[src/rtl/efi_pe_pkg.sv]
// Shared PE definitions: DSP result, accumulator and PE output widths plus
// the signed types used by the DSP wrapper, this accumulator and the output
// feature writer.
package efi_pe_pkg;

    localparam int EFI_DSP_RES_W = 32;  // signed sum-of-two result from the DSP
    localparam int EFI_ACC_W     = 44;  // signed dot-product accumulator
    localparam int EFI_PE_OUT_W  = 16;  // signed PE output feature
    localparam int EFI_SHIFT_W   = 5;   // runtime fractional right-shift control

    typedef logic signed [EFI_DSP_RES_W-1:0] efi_dsp_res_t;
    typedef logic signed [EFI_ACC_W-1:0]     efi_acc_t;
    typedef logic signed [EFI_PE_OUT_W-1:0]  efi_pe_out_t;
    typedef logic        [EFI_SHIFT_W-1:0]   efi_shift_t;

    // Finished dot product waiting for round/saturate.
    typedef struct packed {
        efi_acc_t   sum;
        efi_shift_t shift;
    } efi_acc_result_t;

    // Final PE output word with its clip flag.
    typedef struct packed {
        efi_pe_out_t data;
        logic        sat;
    } efi_pe_result_t;

    // log2 of the number of beats an accumulator can absorb without wrapping.
    function automatic int efi_beat_limit_log2(input int acc_w, input int in_w);
        return acc_w - in_w;
    endfunction

endpackage

[src/rtl/efi_round_sat.sv]
// Combinational round-half-up, arithmetic right shift and saturation of a
// finished accumulator value down to the PE output width. The rounding add is
// done one bit wider than the accumulator so it can never wrap.
module efi_round_sat
    import efi_pe_pkg::*;
#(
    parameter int ACC_W   = EFI_ACC_W,
    parameter int OUT_W   = EFI_PE_OUT_W,
    parameter int SHIFT_W = EFI_SHIFT_W
) (
    input  logic signed [ACC_W-1:0]   sum_i,
    input  logic        [SHIFT_W-1:0] shift_i,
    output logic signed [OUT_W-1:0]   data_o,
    output logic                      sat_o
);

    localparam int EXT_W = ACC_W + 1;

    // Output range expressed at the extended width for signed comparison.
    localparam logic signed [EXT_W-1:0] SAT_MAX =
        {{(EXT_W-OUT_W+1){1'b0}}, {(OUT_W-1){1'b1}}};
    localparam logic signed [EXT_W-1:0] SAT_MIN =
        {{(EXT_W-OUT_W+1){1'b1}}, {(OUT_W-1){1'b0}}};
    localparam logic        [EXT_W-1:0] EXT_ONE = {{(EXT_W-1){1'b0}}, 1'b1};

    logic signed [EXT_W-1:0] sum_ext;
    logic signed [EXT_W-1:0] bias;
    logic signed [EXT_W-1:0] biased;
    logic signed [EXT_W-1:0] shifted;

    // Add half an output LSB, shift arithmetically, then clamp to OUT_W.
    always_comb begin
        // NOTE: every output gets a default before any branch, so no path leaves one unassigned and no latch is inferred.
        sum_ext = {sum_i[ACC_W-1], sum_i};
        bias    = '0;
        if (shift_i != '0) begin
            bias = EXT_ONE << (shift_i - SHIFT_W'(1));
        end
        biased  = sum_ext + bias;
        shifted = biased >>> shift_i;

        data_o = shifted[OUT_W-1:0];
        sat_o  = 1'b0;
        if (shifted > SAT_MAX) begin
            data_o = SAT_MAX[OUT_W-1:0];
            sat_o  = 1'b1;
        end else if (shifted < SAT_MIN) begin
            data_o = SAT_MIN[OUT_W-1:0];
            sat_o  = 1'b1;
        end
    end

endmodule

[src/rtl/efi_dot_product_accumulator.sv]
// Consumer side of the 16x16 signed dot-product DSP. Accumulates 32-bit
// partial-sum beats until 'last' (stage A), then registers the rounded,
// shifted and saturated result (stage B). A single stall condition derived
// from the output register gates both stages and in_ready.
module efi_dot_product_accumulator
    import efi_pe_pkg::*;
#(
    parameter int IN_W    = EFI_DSP_RES_W,
    parameter int ACC_W   = EFI_ACC_W,
    parameter int OUT_W   = EFI_PE_OUT_W,
    parameter int SHIFT_W = EFI_SHIFT_W
) (
    input  logic                      clk0,
    input  logic                      aclr0_n,
    input  logic                      in_valid,
    output logic                      in_ready,
    input  logic signed [IN_W-1:0]    in_data,
    input  logic                      in_last,
    input  logic        [SHIFT_W-1:0] frac_shift,
    output logic                      out_valid,
    input  logic                      out_ready,
    output logic signed [OUT_W-1:0]   out_data,
    output logic                      out_sat,
    output logic                      ovf_err
);

    // Beat counter holds 0 .. 2^(ACC_W-IN_W); the top value is the no-wrap limit.
    localparam int CNT_W = efi_beat_limit_log2(ACC_W, IN_W) + 1;
    localparam logic [CNT_W-1:0] BEAT_LIMIT = {1'b1, {(CNT_W-1){1'b0}}};

    // Handshake and stall.
    logic stb_adv;
    logic xfer;

    // Stage A: running accumulator and finished-sum register.
    logic signed [ACC_W-1:0]   acc_q, acc_d;
    logic        [CNT_W-1:0]   beat_cnt_q, beat_cnt_d;
    logic signed [ACC_W-1:0]   beat_sum;
    logic                      va_q, va_d;
    logic signed [ACC_W-1:0]   sum_a_q, sum_a_d;
    logic        [SHIFT_W-1:0] shift_a_q, shift_a_d;
    logic                      ovf_err_q, ovf_err_d;

    // Stage B: registered output.
    logic                      out_valid_q, out_valid_d;
    logic signed [OUT_W-1:0]   out_data_q, out_data_d;
    logic                      out_sat_q, out_sat_d;

    // Round/saturate of the stage A result.
    logic signed [OUT_W-1:0]   rs_data;
    logic                      rs_sat;

    // Stage B moves when it is empty or its word is being taken. Stage A is
    // free when empty or draining into stage B; in_ready never depends on in_valid.
    assign stb_adv  = !out_valid_q || out_ready;
    assign in_ready = !va_q || stb_adv;
    assign xfer     = in_valid && in_ready;
    assign beat_sum = acc_q + {{(ACC_W-IN_W){in_data[IN_W-1]}}, in_data};

    efi_round_sat #(
        .ACC_W   (ACC_W),
        .OUT_W   (OUT_W),
        .SHIFT_W (SHIFT_W)
    ) u_round_sat (
        .sum_i   (sum_a_q),
        .shift_i (shift_a_q),
        .data_o  (rs_data),
        .sat_o   (rs_sat)
    );

    // Stage A next state: accumulate, close a vector on last, track overflow.
    always_comb begin
        acc_d      = acc_q;
        beat_cnt_d = beat_cnt_q;
        va_d       = va_q;
        sum_a_d    = sum_a_q;
        shift_a_d  = shift_a_q;
        ovf_err_d  = ovf_err_q;

        if (stb_adv) begin
            va_d = 1'b0;
        end

        if (xfer) begin
            if (beat_cnt_q == BEAT_LIMIT) begin
                ovf_err_d = 1'b1;
            end
            if (in_last) begin
                // Counter clears here, so the next vector may start next cycle.
                sum_a_d    = beat_sum;
                shift_a_d  = frac_shift;
                va_d       = 1'b1;
                acc_d      = '0;
                beat_cnt_d = '0;
            end else begin
                acc_d = beat_sum;
                if (beat_cnt_q != BEAT_LIMIT) begin
                    beat_cnt_d = beat_cnt_q + CNT_W'(1);
                end
            end
        end
    end

    // Stage B next state: load the rounded result when the output register advances.
    always_comb begin
        out_valid_d = out_valid_q;
        out_data_d  = out_data_q;
        out_sat_d   = out_sat_q;
        if (stb_adv) begin
            out_valid_d = va_q;
            if (va_q) begin
                out_data_d = rs_data;
                out_sat_d  = rs_sat;
            end
        end
    end

    // All pipeline state; reset discards any partial or pending result.
    always_ff @(posedge clk0 or negedge aclr0_n) begin
        if (!aclr0_n) begin
            acc_q       <= '0;
            beat_cnt_q  <= '0;
            va_q        <= 1'b0;
            sum_a_q     <= '0;
            shift_a_q   <= '0;
            ovf_err_q   <= 1'b0;
            out_valid_q <= 1'b0;
            out_data_q  <= '0;
            out_sat_q   <= 1'b0;
        end else begin
            // NOTE: non-blocking assignments so every register samples pre-edge values, independent of statement order.
            acc_q       <= acc_d;
            beat_cnt_q  <= beat_cnt_d;
            va_q        <= va_d;
            sum_a_q     <= sum_a_d;
            shift_a_q   <= shift_a_d;
            ovf_err_q   <= ovf_err_d;
            out_valid_q <= out_valid_d;
            out_data_q  <= out_data_d;
            out_sat_q   <= out_sat_d;
        end
    end

    assign out_valid = out_valid_q;
    assign out_data  = out_data_q;
    assign out_sat   = out_sat_q;
    assign ovf_err   = ovf_err_q;

endmodule
[config.mk]
export PLATFORM = sky130hd
export DESIGN_NAME = efi_dot_product_accumulator
export DESIGN_NICKNAME = d
export VERILOG_FILES = /design/src/rtl/efi_pe_pkg.sv /design/src/rtl/efi_round_sat.sv /design/src/rtl/efi_dot_product_accumulator.sv
export SDC_FILE = /design/constraint.sdc
export NUM_CORES = 1
export LEC_CHECK = 0
export CAP_MARGIN = 5
export CORE_MARGIN = 10
export CORE_UTILIZATION = 29
export CTS_CLUSTER_SIZE = 20
export DETAILED_ROUTE_END_ITERATION = 10
export REMOVE_ABC_BUFFERS = 1
export SLEW_MARGIN = 5
export SYNTH_ARGS = -nofsm -noshare
export SYNTH_HDL_FRONTEND = slang
export SYNTH_SLANG_ARGS = --single-unit
[constraint.sdc]
create_clock -name clk0 -period 16.6 [get_ports clk0]
set_clock_uncertainty 0.15 [all_clocks]
set_input_delay 1.66 -clock clk0 [delete_from_list [all_inputs] [get_ports clk0]]
set_output_delay 1.66 -clock clk0 [all_outputs]
set_load 0.02 [all_outputs]
==> results.txt <==
The die covers 53,770 sq um. STA classifies the critical path startpoint as a flop. The post-synthesis average cell area was 7.973 sq um. The critical path goes through inv_2, nor2_1, nand2_1, nor2_1, ha_1, nand2_1, nor4_1, o211ai_2, and2_1, a311oi_1, o211ai_1, a221oi_2, o221ai_1, o41a_1, o32ai_1, nand4b_1, o21ai_1, o22ai_1. The family of cells with the greatest summed delay on the critical path was compound AO/OA/AOI/OAI gates.

The delay of the slowest cell on the worst path is 0.83 ns. The cell count after synthesis came out at 1,633. The ratio of total power to cell area came out at 168.7 nW/um^2. Total power after layout: 2.478 mW. The leakage power is 6.334 nW, and the clock-pin transition on the worst setup and hold timing paths is 0.06 ns. In the routed layout, each cell is associated on average with a via count of 5.711. The worst setup slack for register-to-register paths was 9.12 ns; the weighted congestion at the end of routability-driven global placement was 0.9609. At the pin with the least slew margin, the transition time is 0.8774 ns.

Counting instances, the worst hold path has a depth of 2. After clock tree synthesis, the repair step resized 0 gates. The final hold violation count was 0; the minimum clock period was 7.475 ns. The first global-routing pass estimated 69.11 mm of wire.

Tracing the worst setup path back leads to its startpoint at shift_a_q[4]$_DFFE_PN0P_. In this run the count of I/O pins placed on the die edge is 62. The tools report the total global routing track utilization as 15.83%.

Worst-path cell with the longest stage delay: sky130_fd_sc_hd__dfrtp_1. At the later pin of the worst-skew pair, clock insertion delay measures 0.45 ns. The run finished with clean final reports.

The H-tree generated during clock tree synthesis spans 4 levels. The flip-flop cell with the highest count after synthesis was sky130_fd_sc_hd__dfrtp_1. The total setup buffers inserted after CTS is 0, and the die outline height is 231.9 microns. The startpoint of the lowest-slack hold path is sum_a_q[16]$_DFFE_PN0P_.

The count of buffers added on input and output ports is 61. After global routing the overflow that remains totals 0. The logs give 0.3310 ns for the tightest hold margin and 0.1338 GHz for the highest clock frequency the design can meet. The tree is rooted in a sky130_fd_sc_hd__clkbuf_16. The detail route stage leaves a number of antenna-violating nets equal to 0.

The share of layout cells above drive strength 1 works out to 7.903%. The number of hold buffers added after CTS was 0. The tool flagged a number of max-cap violations equal to 0.

Entering global routing, the biggest net connects 69 pins. The tools report the total wirelength of the detailed-routed design as 42.98 mm. The floorplan has 77 rows. The logs give 13,020 sq um for the post-synth design cell area and 1,754 for the layout net count. The first routing iteration left 1,244 violations.

The worst register-to-register path ends at out_data[1]$_DFFE_PN0P_. Once the floorplan was initialized, standard cells occupied 29.38% of the core. The count of buffering cells on the critical path with inverters included came out at 1. The run gives 0 as the count of unresolved DRC violations after routing. Type of destination of the critical path: a flop. The worst min-delay path class was reg -> reg. The area of placed instances came out at 14,120 sq um.

After routing the design area is 14,690 sq um. Summed over all nets, the half-perimeter wirelength after detailed placement is 32.66 mm. The via count of the first global-routing pass is 12,140. The path with the worst hold slack has its endpoint at sum_a_q[16]$_DFFE_PN0P_.

In this run the standard cell core region covers 44,320 sq um. Relative to the synthesized area, the layout overhead comes to 12.80%. Dividing the detail-routed wire length by the instance count gives 19.21 microns. Final setup violation count: 0. The tools report the count of final max-slew check failures as 0.

In this run, synthesis inferred 0 flip-flops with an integrated enable. The final setup TNS was 0 ns. The worst slew margin relative to its limit is 41.50%. Setup repair after global routing left no endpoint under its margin. Yosys mapped the design onto 100 distinct sky130hd cell types. Maximum buffer depth of the clock tree: 2. TritonCTS built the clock tree. Clock tree synthesis inserted a total of 17 buffers. The arrival time of data at the critical path endpoint is 7.62 ns, and the synthesis-stage register bit count is 126. The length of the first detailed-routing pass in iterations is 6. The worst register-to-register path begins at shift_a_q[4]$_DFFE_PN0P_. The final route contains 12,780 vias. For this run, the number of Yosys warnings is 0. The share of the clock period used by the worst path after layout is 45.03%.

By startpoint and endpoint, the worst setup path is classified as reg -> reg. Number of stages on the worst setup path: 18. The required arrival time at the worst endpoint was 16.74 ns.

Async set or reset register ratio after synthesis: 100.0%. Depth of the worst register-to-register path: 18. For this run, the register share of the synthesized area comes to 24.22%.

The run gives 0 as the number of antenna violations at the first check in global routing. Clock sink count: 126. The die span in x is 231.9 microns, and the peak supply drop is 86.18 uV. Along the worst path, the maximum fanout reaches 28.
-- power by group --
group	total, mW	switching, mW	internal, mW	leakage [nW]
Clock	0.368	0.145	0.223	0.269
Combinational	1.58	0.938	0.641	4.51
Sequential	0.532	0.104	0.428	1.56
Total	2.48	1.19	1.29	6.33
-- sequential cells by signal, summed over array words and instances, names as in the netlist --
register / flops
shift_a_q: 5
out_sat: 1
va_q: 1
ovf_err: 1
sum_a_q: 44
out_data: 16
out_valid: 1
acc_q: 44
beat_cnt_q: 13
-- cells by family after synthesis --
logic type	Yosys count	share of synthesized area [%]
adders and majority gates	79	7.707
xor gates and xnor gates	83	5.583
and+or+nand+nor	606	21.75
other	1	0.02880
DFF	126	24.22
muxes	86	8.543
AOI/OAI and AO/OA	518	28.14
buffers and inverters	134	4.036
-- worst register-to-register path: cells and delay by family, from the launching register on --
kind,cells,cell delay (ns)
fa+ha+maj,1,0.42
simple gates,7,2.11
buf+inv,1,0.47
compound gates,9,3.35
flops,1,0.83
-- worst max path at each step --
stage	to	slack, ns
after global routing	out_data[13]$_DFFE_PN0P_	8.57
after detailed placement	out_data[4]$_DFFE_PN0P_	9.34
after CTS	out_data[4]$_DFFE_PN0P_	9.30
after global placement	out_data[2]$_DFFE_PN0P_	9.46
after floorplan	out_data[0]$_DFFE_PN0P_	9.74
final	out_data[1]$_DFFE_PN0P_	9.12
-- synthesized netlist by cell type (16+ instances only) --
| cell type | number | area, sq um |
|---|---|---|
| sky130_fd_sc_hd__and3_1 | 20 | 125.1 |
| sky130_fd_sc_hd__a22o_1 | 37 | 324.1 |
| sky130_fd_sc_hd__nand4_1 | 24 | 150.1 |
| sky130_fd_sc_hd__inv_1 | 36 | 135.1 |
| sky130_fd_sc_hd__o21a_1 | 19 | 142.6 |
| sky130_fd_sc_hd__a21o_1 | 38 | 285.3 |
| sky130_fd_sc_hd__dfrtp_1 | 126 | 3153 |
| sky130_fd_sc_hd__nand3_1 | 29 | 145.1 |
| sky130_fd_sc_hd__nor3_1 | 22 | 110.1 |
| sky130_fd_sc_hd__xnor2_1 | 54 | 473.0 |
| sky130_fd_sc_hd__xor2_1 | 29 | 254.0 |
| sky130_fd_sc_hd__clkbuf_1 | 65 | 244.0 |
| sky130_fd_sc_hd__o21ai_0 | 92 | 460.4 |
| sky130_fd_sc_hd__nand2_1 | 245 | 919.6 |
| sky130_fd_sc_hd__mux2i_1 | 38 | 380.4 |
| sky130_fd_sc_hd__o211ai_1 | 24 | 180.2 |
| sky130_fd_sc_hd__nor2_1 | 155 | 581.8 |
| sky130_fd_sc_hd__a21oi_1 | 108 | 540.5 |
| sky130_fd_sc_hd__mux4_2 | 16 | 360.4 |
| sky130_fd_sc_hd__ha_1 | 77 | 963.4 |
| sky130_fd_sc_hd__mux2_2 | 31 | 349.1 |
| sky130_fd_sc_hd__nand2b_1 | 16 | 100.1 |
-- placed cells by master, fill, tap and decap left out, types with 15 or more instances in the layout --
cell type / netlist / final
sky130_fd_sc_hd__a211oi_1: 15 / 15
sky130_fd_sc_hd__a21o_1: 38 / 38
sky130_fd_sc_hd__a21oi_1: 108 / 108
sky130_fd_sc_hd__a22o_1: 37 / 37
sky130_fd_sc_hd__and2_1: 15 / 15
sky130_fd_sc_hd__and3_1: 20 / 20
sky130_fd_sc_hd__buf_4: 1 / 15
sky130_fd_sc_hd__clkbuf_16: 0 / 17
sky130_fd_sc_hd__clkdlybuf4s50_1: 0 / 60
sky130_fd_sc_hd__dfrtp_1: 126 / 126
sky130_fd_sc_hd__ha_1: 77 / 77
sky130_fd_sc_hd__inv_1: 36 / 36
sky130_fd_sc_hd__mux2_2: 31 / 31
sky130_fd_sc_hd__mux2i_1: 38 / 38
sky130_fd_sc_hd__mux4_2: 16 / 16
sky130_fd_sc_hd__nand2_1: 245 / 244
sky130_fd_sc_hd__nand2b_1: 16 / 16
sky130_fd_sc_hd__nand3_1: 29 / 29
sky130_fd_sc_hd__nand4_1: 24 / 24
sky130_fd_sc_hd__nor2_1: 155 / 153
sky130_fd_sc_hd__nor3_1: 22 / 22
sky130_fd_sc_hd__o211ai_1: 24 / 24
sky130_fd_sc_hd__o21a_1: 19 / 19
sky130_fd_sc_hd__o21ai_0: 92 / 92
sky130_fd_sc_hd__xnor2_1: 54 / 54
sky130_fd_sc_hd__xor2_1: 29 / 29
-- layer usage --
layer | global-route usage, % | vias to the layer above | wire, microns
met1 | 22.16 | 6206 | 20450
met5 | 0 | - | 0
met4 | 4.125 | 0 | 754
met3 | 2.688 | 50 | 2603
met2 | 24.64 | 417 | 19170
li1 | - | 6109 | -
-- per-stage QoR --
stage / setup slack (ns) / utilization [%] / instances
finish: 9.125 / 33.14 / 2238
global route: 8.565 / 33.13 / 2237
CTS: 9.304 / 33.13 / 2237
detailed placement: 9.342 / 31.86 / 2206
global placement: 9.462 / 31.86 / 2206
floorplan: 9.736 / - / 1538
-- cell type report --
class / instances / area [sq um]
multi-input cells: 1373 / 9354
diodes: 1 / 2.502
repair buffers: 76 / 724.4
well taps: 592 / 740.7
flip-flops and latches: 126 / 3153
inverters: 39 / 146.4
clock inverters: 10 / 115.1
fillers: 4717 / 29630
clock buffers: 21 / 450.4
(Power assumes the default switching activity.)
